<file path="src/rtl/matrix_link_pkg.sv">
// Shared types and width helpers for the matrix link receiver.
package matrix_link_pkg;

    typedef enum logic {
        IDLE = 1'b0,
        RECV = 1'b1
    } rx_state_t;

    // Width of a column index; a single column still needs one bit.
    function automatic int col_idx_w(input int n);
        return (n > 1) ? $clog2(n) : 1;
    endfunction

    // Width of a counter that must hold the value n.
    function automatic int cnt_w(input int n);
        return (n > 1) ? $clog2(n + 1) : 1;
    endfunction

endpackage

</file>
<file path="src/rtl/matrix_link_rx_edge_sync.sv">
// Two-flop synchroniser plus history flop with rising-edge detect.
module edge_sync #(
    parameter int       W       = 1,
    parameter logic     RST_VAL = 1'b0
) (
    input  logic         clk,
    input  logic         rst_n,
    input  logic [W-1:0] din,
    output logic [W-1:0] sync,
    output logic [W-1:0] rise
);

    logic [W-1:0] ff1_q, ff1_d;
    logic [W-1:0] ff2_q, ff2_d;
    logic [W-1:0] hist_q, hist_d;

    // Next-state of the chain: each flop takes its predecessor.
    always_comb begin
        ff1_d  = din;
        ff2_d  = ff1_q;
        hist_d = ff2_q;
    end

    // Synchroniser and history registers; reset value chosen so no edge fires on release.
    always_ff @(posedge clk or negedge rst_n) begin
        if (!rst_n) begin
            ff1_q  <= {W{RST_VAL}};
            ff2_q  <= {W{RST_VAL}};
            hist_q <= {W{RST_VAL}};
        end else begin
            ff1_q  <= ff1_d;
            ff2_q  <= ff2_d;
            hist_q <= hist_d;
        end
    end

    assign sync = ff2_q;
    assign rise = ff2_q & ~hist_q;

endmodule

</file>
<file path="src/rtl/matrix_link_rx.sv">
// Receive side of the matrix link: multi-lane SPI deserialiser and
// column shift-chain decoder, both oversampled from asynchronous pins.
module matrix_link_rx
    import matrix_link_pkg::*;
#(
    parameter int CHANNEL_NUMBER = 3,
    parameter int SPI_SIZE       = 8,
    parameter bit MSB_FIRST      = 1'b1,
    parameter int COLUMN_NUMBER  = 16,
    parameter int TIMEOUT        = 64
) (
    input  logic                                  clk,
    input  logic                                  rst_n,
    input  logic                                  spi_clk,
    input  logic [CHANNEL_NUMBER-1:0]             spi_mosi,
    input  logic                                  ser_clk,
    input  logic                                  ser_data,
    input  logic                                  ser_stcp,
    input  logic                                  ser_n_enable,
    output logic [SPI_SIZE-1:0]                   data_out [CHANNEL_NUMBER],
    output logic                                  data_valid,
    output logic                                  word_abort,
    output logic [col_idx_w(COLUMN_NUMBER)-1:0]   column_index,
    output logic                                  column_valid,
    output logic                                  column_strobe,
    output logic                                  new_image,
    output logic                                  extra_bit_out,
    output logic                                  output_enabled
);

    localparam int CIW   = col_idx_w(COLUMN_NUMBER);
    localparam int CNT_W = cnt_w(SPI_SIZE);
    localparam int TMO_W = cnt_w(TIMEOUT);

    // ---------------- synchronisers ----------------
    logic                      sclk_sync, sclk_rise;
    logic [CHANNEL_NUMBER-1:0] mosi_sync, mosi_rise;
    logic                      cclk_sync, cclk_rise;
    logic                      cdat_sync, cdat_rise;
    logic                      stcp_sync, stcp_rise;
    logic                      nen_sync, nen_rise;

    edge_sync #(.W(1)) u_sync_spi_clk (
        .clk(clk), .rst_n(rst_n), .din(spi_clk), .sync(sclk_sync), .rise(sclk_rise));
    edge_sync #(.W(CHANNEL_NUMBER)) u_sync_mosi (
        .clk(clk), .rst_n(rst_n), .din(spi_mosi), .sync(mosi_sync), .rise(mosi_rise));
    edge_sync #(.W(1)) u_sync_ser_clk (
        .clk(clk), .rst_n(rst_n), .din(ser_clk), .sync(cclk_sync), .rise(cclk_rise));
    edge_sync #(.W(1)) u_sync_ser_data (
        .clk(clk), .rst_n(rst_n), .din(ser_data), .sync(cdat_sync), .rise(cdat_rise));
    edge_sync #(.W(1)) u_sync_ser_stcp (
        .clk(clk), .rst_n(rst_n), .din(ser_stcp), .sync(stcp_sync), .rise(stcp_rise));
    // Resets to "disabled" so output_enabled reads 0 while in reset.
    edge_sync #(.W(1), .RST_VAL(1'b1)) u_sync_ser_nen (
        .clk(clk), .rst_n(rst_n), .din(ser_n_enable), .sync(nen_sync), .rise(nen_rise));

    // Level/edge taps that the decoders do not need.
    logic unused_taps;
    assign unused_taps = ^{sclk_sync, mosi_rise, cclk_sync, cdat_rise, stcp_sync, nen_rise};

    assign output_enabled = ~nen_sync;

    // ---------------- SPI deserialiser ----------------
    rx_state_t                                state_q, state_d;
    logic [CNT_W-1:0]                         bit_cnt_q, bit_cnt_d;
    logic [TMO_W-1:0]                         tmo_q, tmo_d;
    logic [CHANNEL_NUMBER-1:0][SPI_SIZE-1:0]  shreg_q, shreg_d, shifted;
    logic [CHANNEL_NUMBER-1:0][SPI_SIZE-1:0]  dout_q, dout_d;
    logic                                     copy_q, copy_d;
    logic                                     dvalid_q, dvalid_d;
    logic                                     abort_q, abort_d;

    // All lanes shift in parallel; direction decides where the new bit lands.
    always_comb begin
        shifted = shreg_q;
        for (int l = 0; l < CHANNEL_NUMBER; l++) begin
            if (MSB_FIRST)
                shifted[l] = {shreg_q[l][SPI_SIZE-2:0], mosi_sync[l]};
            else
                shifted[l] = {mosi_sync[l], shreg_q[l][SPI_SIZE-1:1]};
        end
    end

    // Word FSM: the copy to data_out lags the last bit by one cycle, so a
    // rise in the copy cycle is taken as bit 0 of the next word.
    always_comb begin
        state_d   = state_q;
        bit_cnt_d = bit_cnt_q;
        tmo_d     = tmo_q;
        shreg_d   = shreg_q;
        dout_d    = dout_q;
        copy_d    = 1'b0;
        dvalid_d  = 1'b0;
        abort_d   = 1'b0;
        if (copy_q) begin
            dout_d   = shreg_q;
            dvalid_d = 1'b1;
        end
        case (state_q)
            IDLE: begin
                bit_cnt_d = '0;
                tmo_d     = '0;
                if (sclk_rise) begin
                    shreg_d   = shifted;
                    bit_cnt_d = CNT_W'(1);
                    state_d   = RECV;
                end
            end
            RECV: begin
                if (sclk_rise) begin
                    shreg_d = shifted;
                    tmo_d   = '0;
                    if (bit_cnt_q == CNT_W'(SPI_SIZE - 1)) begin
                        copy_d    = 1'b1;
                        bit_cnt_d = '0;
                        state_d   = IDLE;
                    end else begin
                        bit_cnt_d = bit_cnt_q + CNT_W'(1);
                    end
                end else if (tmo_q == TMO_W'(TIMEOUT - 1)) begin
                    abort_d   = 1'b1;
                    bit_cnt_d = '0;
                    tmo_d     = '0;
                    state_d   = IDLE;
                end else begin
                    tmo_d = tmo_q + TMO_W'(1);
                end
            end
            default: state_d = IDLE;
        endcase
    end

    // SPI state registers.
    always_ff @(posedge clk or negedge rst_n) begin
        if (!rst_n) begin
            state_q   <= IDLE;
            bit_cnt_q <= '0;
            tmo_q     <= '0;
            shreg_q   <= '0;
            dout_q    <= '0;
            copy_q    <= 1'b0;
            dvalid_q  <= 1'b0;
            abort_q   <= 1'b0;
        end else begin
            state_q   <= state_d;
            bit_cnt_q <= bit_cnt_d;
            tmo_q     <= tmo_d;
            shreg_q   <= shreg_d;
            dout_q    <= dout_d;
            copy_q    <= copy_d;
            dvalid_q  <= dvalid_d;
            abort_q   <= abort_d;
        end
    end

    // Present the packed word registers on the unpacked output port.
    always_comb begin
        for (int l = 0; l < CHANNEL_NUMBER; l++) data_out[l] = dout_q[l];
    end

    assign data_valid = dvalid_q;
    assign word_abort = abort_q;

    // ---------------- column chain ----------------
    logic [COLUMN_NUMBER:0] chain_q, chain_d;
    logic [COLUMN_NUMBER:0] stor_q, stor_d;
    logic                   latch_q, latch_d;
    logic [CIW-1:0]         idx_q, idx_d, low_idx;
    logic                   cvalid_q, cvalid_d;
    logic                   strobe_q, strobe_d;
    logic                   newimg_q, newimg_d;
    logic                   extra_q, extra_d;

    // Lowest set column bit, 0 when the pattern is empty.
    always_comb begin
        low_idx = '0;
        for (int i = COLUMN_NUMBER - 1; i >= 0; i--)
            if (stor_q[i]) low_idx = CIW'(i);
    end

    // Storage samples the chain before any same-cycle shift; decode follows a cycle later.
    always_comb begin
        chain_d  = chain_q;
        stor_d   = stor_q;
        latch_d  = 1'b0;
        idx_d    = idx_q;
        cvalid_d = cvalid_q;
        extra_d  = extra_q;
        strobe_d = 1'b0;
        newimg_d = 1'b0;
        if (stcp_rise) begin
            stor_d  = chain_q;
            latch_d = 1'b1;
        end
        if (cclk_rise)
            chain_d = {chain_q[COLUMN_NUMBER-1:0], cdat_sync};
        if (latch_q) begin
            idx_d    = low_idx;
            cvalid_d = $onehot(stor_q[COLUMN_NUMBER-1:0]);
            extra_d  = stor_q[COLUMN_NUMBER];
            strobe_d = 1'b1;
            newimg_d = cvalid_d && (low_idx == '0);
        end
    end

    // Column chain registers.
    always_ff @(posedge clk or negedge rst_n) begin
        if (!rst_n) begin
            chain_q  <= '0;
            stor_q   <= '0;
            latch_q  <= 1'b0;
            idx_q    <= '0;
            cvalid_q <= 1'b0;
            extra_q  <= 1'b0;
            strobe_q <= 1'b0;
            newimg_q <= 1'b0;
        end else begin
            chain_q  <= chain_d;
            stor_q   <= stor_d;
            latch_q  <= latch_d;
            idx_q    <= idx_d;
            cvalid_q <= cvalid_d;
            extra_q  <= extra_d;
            strobe_q <= strobe_d;
            newimg_q <= newimg_d;
        end
    end

    assign column_index  = idx_q;
    assign column_valid  = cvalid_q;
    assign column_strobe = strobe_q;
    assign new_image     = newimg_q;
    assign extra_bit_out = extra_q;

endmodule

</file>
<file path="config.mk">
export PLATFORM = sky130hd
export DESIGN_NAME = matrix_link_rx
export DESIGN_NICKNAME = d
export VERILOG_FILES = /design/src/rtl/matrix_link_pkg.sv /design/src/rtl/matrix_link_rx_edge_sync.sv /design/src/rtl/matrix_link_rx.sv
export SDC_FILE = /design/constraint.sdc
export NUM_CORES = 1
export LEC_CHECK = 0
export ABC_CLOCK_PERIOD_IN_PS = 4850
export BUFFER_PORTS_ARGS = -buffer_cell sky130_fd_sc_hd__buf_2
export CORE_MARGIN = 2
export CORE_UTILIZATION = 52
export CTS_CLUSTER_DIAMETER = 100
export DETAILED_ROUTE_END_ITERATION = 6
export HOLD_SLACK_MARGIN = 0.12
export MAX_ROUTING_LAYER = met4
export PLACE_DENSITY = 0.7
export SYNTH_ARGS = -nofsm -noshare
export SYNTH_HDL_FRONTEND = slang
export SYNTH_SLANG_ARGS = --single-unit
</file>
<file path="constraint.sdc">
create_clock -name clk -period 4.85 [get_ports clk]
set_clock_uncertainty 0.15 [all_clocks]
set_input_delay 0.2425 -clock clk [delete_from_list [all_inputs] [get_ports clk]]
set_output_delay 0.2425 -clock clk [all_outputs]
set_load 0.1 [all_outputs]
</file>
; ---- Word-level counts from Yosys, hierarchy flattened
; Index checks and enable logic that the tools add are counted.
; W data, S select, Z words.
[word_totals]
register_bits = 125
input_bits = 10
out_inout_bits = 35
elab_cells = 106
[op_classes]
add_sub_neg = 17
n_eq_ne = 4
mux = 40
bitwise = 8
n_reduce_logical = 2
[ops]
columns = operator, n
row1 = $mux W4, 19
row2 = $mux W24, 1
row3 = $add A1 B1 Y2, 8
row4 = $mux W1, 15
row5 = $mux W7, 2
row6 = $pmux W7 S2, 1
row7 = $add A2 B2 Y3, 4
row8 = $add A3 B3 Y4, 2
row9 = $pmux W4 S2, 1
row10 = $add A7 B1 Y7 const B, 1
row11 = $eq A7 B6 Y1 const B, 1
row12 = $add A4 B4 Y5, 1
row13 = $eq A5 B1 Y1 const B, 1
row14 = $not A1 Y1, 5
row15 = $add A4 B1 Y4 const B, 1
row16 = $eq A4 B3 Y1 const B, 1
row17 = $logic_not A4 Y1, 1
row18 = $and A1 B1 Y1, 3
row19 = $ne A3 B2 Y1 const B, 1
row20 = $pmux W1 S2, 1
row21 = $logic_and A1 B1 Y1, 1

; ---- Depth between registers and ports, before layout
[depth]
word_depth = 19
ltp_mapped = 14

; ---- Cells and area by module
; From an unflattened synthesis, not the netlist that was laid out.
[hier_totals]
cells_unflattened = 363
area_unflattened_um2 = 5200.0
[by_module_without_submodules]
columns = mod, n_inst, cells_per_inst, area_per_inst_um2, seq_area_each_um2
row1 = matrix_link_rx, 1, 331, 4485.6, 2652.5
row2 = edge_sync at u_sync_ser_clk ..., 4, 4, 88.8, 75.1
row3 = edge_sync at u_sync_mosi, 1, 12, 266.5, 225.2
row4 = edge_sync at u_sync_ser_nen, 1, 4, 92.6, 78.8

; ---- Worst setup path before layout
; No wires, ideal clock.
[synth_timing]
kind = register to register
start = register stor_q[5]
end = register newimg_q, in the netlist new_image
arrival_ns = 3.826
t_required_ns = 4.635
path_slack_ns = 0.809
path_stages_with_launch = 14
path_buffers = 0
period_less_slack_ns = 4.041
cell_sequence = dfrtp_1 > inv_1 > fa_1 > inv_1 > fa_1 > fa_1 > inv_1 > fa_1 > inv_1 > ha_1 > fa_1 > or2_1 > a2111oi_2 > o21a_1
[synth_between]
elab_chain_cells = 9
[synth_rtl]
columns = item, line_no
row1 = from (decl), matrix_link_rx.sv:166  ; logic [COLUMN_NUMBER:0] stor_q, stor_d;
row2 = from (signal assigned), matrix_link_rx.sv:219  ; stor_q <= stor_d;
row3 = branches (longest 7 deep; another with $add A4 B4 Y5), n/a
row4 = $logic_and A1 B1 Y1 (*), matrix_link_rx.sv:202  ; newimg_d = cvalid_d && (low_idx == '0);
row5 = $mux W1 (*), matrix_link_rx.sv:197  ; if (latch_q) begin
row6 = via newimg_d, matrix_link_rx.sv:171  ; logic newimg_q, newimg_d;
row7 = to (signal assigned), matrix_link_rx.sv:225  ; newimg_q <= newimg_d;
row8 = to (decl), matrix_link_rx.sv:171
; Mark *: on every way through the listed nets, which the timed path passes.
; A chain may end at the register's enable or synchronous reset.

; ---- Final worst setup path
; Ends and elaborated chain as after synthesis.

==> metrics.md <==
| Metric | Value |
|---|---|
| R2r startpoint | stor_q[5] |
| Largest family of logic cells by synthesized area | simple AND/OR/NAND/NOR gates |
| CP Data Arrival Time | about 4600 ps |
| CP startpoint | stor_q[5] |
| H-tree Lvls | 4 |
| Vias | 3,113 |
| Ratio of final minimum period to clock period | between 80% and 90% |
| Vias/cell | roughly 5.1 |
| Synth Area in Simple Gates | 12.0% |
| Commonest non-fill, non-tap cells in the layout | dfrtp_1 (123), nand2_1 (91), mux2_2 (52) |
| Clock Root Buffer | clkbuf_8 |
| Initial Utilization | between 50% and 60% |
| Synth async-reset ratio | 100% |
| Most frequent cell on the critical path | fa_1 |
| Worst slew margin | 17.7% |
| Final setup viols | 0 |
| Mux cell area share after synthesis | 11.6% |
| CTS Buffer Depth | 2 |
| PortBufs | between 40 and 50 |
| Mapped Area | between 5000 and 6000 µm² |
| Most common cell after layout, fill and taps aside | dfrtp_1 |
| Unique masters post-synth | 39 |
| Leakage | 3.08 nW |
| Clock slew at reported path FFs | 60 ps |
| Synth Area in Adders | ~5.7% |
| Worst-margin pin slew | approximately 1200 ps |
| Power Dens Cells | roughly 740 nW/µm² |
| CP max-delay cell | fa_1 |
| Core Util, Final | between 60% and 70% |
| Largest net degree at the start of global routing | 80 |
| Total Routing Usage GR | around a fifth |
| Synth Flop Type | dfrtp_1 |
| DIE AREA | roughly 10,000 µm² |
| TritonCTS Buffers | 17 |
| Number of placed cells counting well taps | 570 |
| Layout area overhead | 20.0% |
| Peak supply drop | around 0.62 mV |
| Final Non-Filler Cells | roughly 600 |
| Critical path type | reg2reg |
| Total wire length | ~9 mm |
| Outcome | complete, no violations |
| CTS Sinks | between 100 and 150 |
| Startpoint Class | register |
| Synth Area in XOR/XNOR | less than 1% |
| # DRC | 0 |
| Cell Rows | 35 |
| Final worst slack | 560 ps |
| Synth Instances | 409 |
| Global route overflow | 0 |
| Max-cap viol count | 0 |
| Vias in the first global route | about 3,200 |
| CTS tree | built |
| Routability cong. | roughly 1 |
| RSZ-0062 raised after global routing | no |
| Slew Limit Fails | 0 |
| Critical Path End Type | register |
| Max Clk Rate | 233 MHz |
| Worst Path Max Fanout | 4 |
| Share of cells above drive strength 1 | around 28% |
| Final Net Count | between 400 and 500 |
| Fin. Hold Viols | 0 |
| Core area | about 9300 µm² |
| Pwr Total | ~4.5 mW |
| Final instance area | between 6000 and 7000 µm² |
| Sequential cell area fraction in the yosys report | roughly 62% |
| Syn nets | roughly 440 |
| Avg Inst Size Synth | ~12 µm² |
| Io pins | between 40 and 50 |
| Crit path largest cell delay | about 550 ps |
| Setup tns final | 0 ps |
| Fin crit period | ~4300 ps |
| ANT cells | 0 |
| First-pass GRT wire length | about 15 mm |
| HPWL after detailed placement | between 5 and 6 mm |
| #FFs+latches synth | 125 |
| Die W | 102 µm |
| Clock latency on the worst-skew pair | 500 ps |
| Routed Antenna Nets | 0 |
| WL per Instance | 14.4 µm |
| DP Area | ~5400 µm² |
| Fin Hold WS | roughly 200 ps |
| Die Ht | 102 µm |
| Hold WC Path Type | reg2reg |
| Crit-path cells | inv_1, fa_1, inv_1, fa_1, fa_1, inv_1, fa_1, inv_1, ha_1, fa_1, or2_1, a2111oi_2, o21a_1 |
| Worst hold start | u_sync_spi_clk.ff1_q |
| Synth Warn # | 0 |
| Worst EP required | roughly 5100 ps |
| DRT iter0 DRCs | 127 |
| Post-synth EDFFs | 0 |
| Resized cells post-CTS | 0 |
| Dpl ws | roughly 540 ps |
| Compound-Gate Fraction of Synth Area | between 4 and 5% |
| DR pass1 iterations | 4 |
| Initial antenna violation count | 0 |
-- final timing paths --
| path | end | slack, ps | cells after the start |
|---|---|---|---|
| setup / recovery | new_image | 560 | 13 |
| hold / removal | u_sync_spi_clk.sync | 200 | 0 |
| setup reg to reg | new_image | 560 | 13 |
| hold reg to reg | u_sync_spi_clk.sync | 200 | 0 |
| max in group asynchronous | chain_q[3] | 3100 | 3 |
| min in group asynchronous | data_out[11] | 270 | 2 |
-- power by group --
part	switching, mW	internal (mW)	leakage [nW]
Clock	0.458	0.783	0.286
Sequential	0.213	1.29	1.61
Combinational	1.11	0.618	1.19
-- cells in the mapped netlist, types with 3 or more instances --
| master | n | area (µm²) |
|---|---|---|
| dfrtp_1 | 123 | 3080 |
| nand2_1 | 91 | 342 |
| mux2_2 | 52 | 586 |
| inv_1 | 23 | 86.3 |
| nor2_1 | 17 | 63.8 |
| o21ai_0 | 11 | 55.1 |
| fa_1 | 10 | 200 |
| nand3_1 | 10 | 50.1 |
| buf_2 | 9 | 45.0 |
| ha_1 | 7 | 87.6 |
| nor4_1 | 5 | 31.3 |
| a21oi_1 | 4 | 20.0 |
| clkbuf_1 | 4 | 15.0 |
| a21boi_0 | 3 | 22.5 |
| nand2b_1 | 3 | 18.8 |
| nor2b_1 | 3 | 18.8 |
| xor2_1 | 3 | 26.3 |
-- area by class of cell --
| class | count | area [µm²] |
|---|---|---|
| Clock inverter | 13 | 165 |
| Clock buffer | 18 | 418 |
| Inverter | 23 | 86.3 |
| Sequential cell | 125 | 3130 |
| Multi-Input combinational cell | 245 | 1730 |
| Tap cell | 129 | 161 |
| Timing Repair Buffer | 57 | 343 |
| Fill cell | 692 | 3300 |
-- logic make-up (layout without fill, tap and decap cells) --
kind of cell | count (synthesis) | count (layout)
AND/OR/NAND/NOR | 141 | 141
flip-flops | 125 | 125
multiplexers | 52 | 52
buffers and inverters | 39 | 111
AO/OA/AOI/OAI | 30 | 30
adder cells (fa/ha/maj) | 17 | 17
XOR/XNOR | 5 | 5
-- flip-flops by register name, indices dropped and copies added (netlist names), 3 cells and up --
signal	count
column_index	4
bit_cnt_q	4
shreg_q	3
chain_q	17
u_sync_mosi.ff1_q	3
u_sync_mosi.sync	3
stor_q	17
shifted	21
data_out	24
tmo_q	7
-- critical path, delay by kind of cell, from the launching register on --
family          cells  cell delay (ps)
compound gates      2              610
fa+ha+maj           6             2610
flops               1              380
simple gates        1              240
buf+inv             4              260
-- timing repair --
item / in CTS / in global routing
hold endpoints to repair: 84 / 0
setup endpoints to repair: 0 / 0
hold buffers: 9 / 0
buffers inserted: 0 / 0
-- per-layer routing --
metal	vias up	wire (µm)	global-route usage, %
met5	-	0	-
met3	17	360	6.02
li1	1479	-	-
met2	72	4400	31.0
met1	1545	3850	23.8
met4	0	182	8.00
Note: power is estimated with default switching activity, not from simulation.
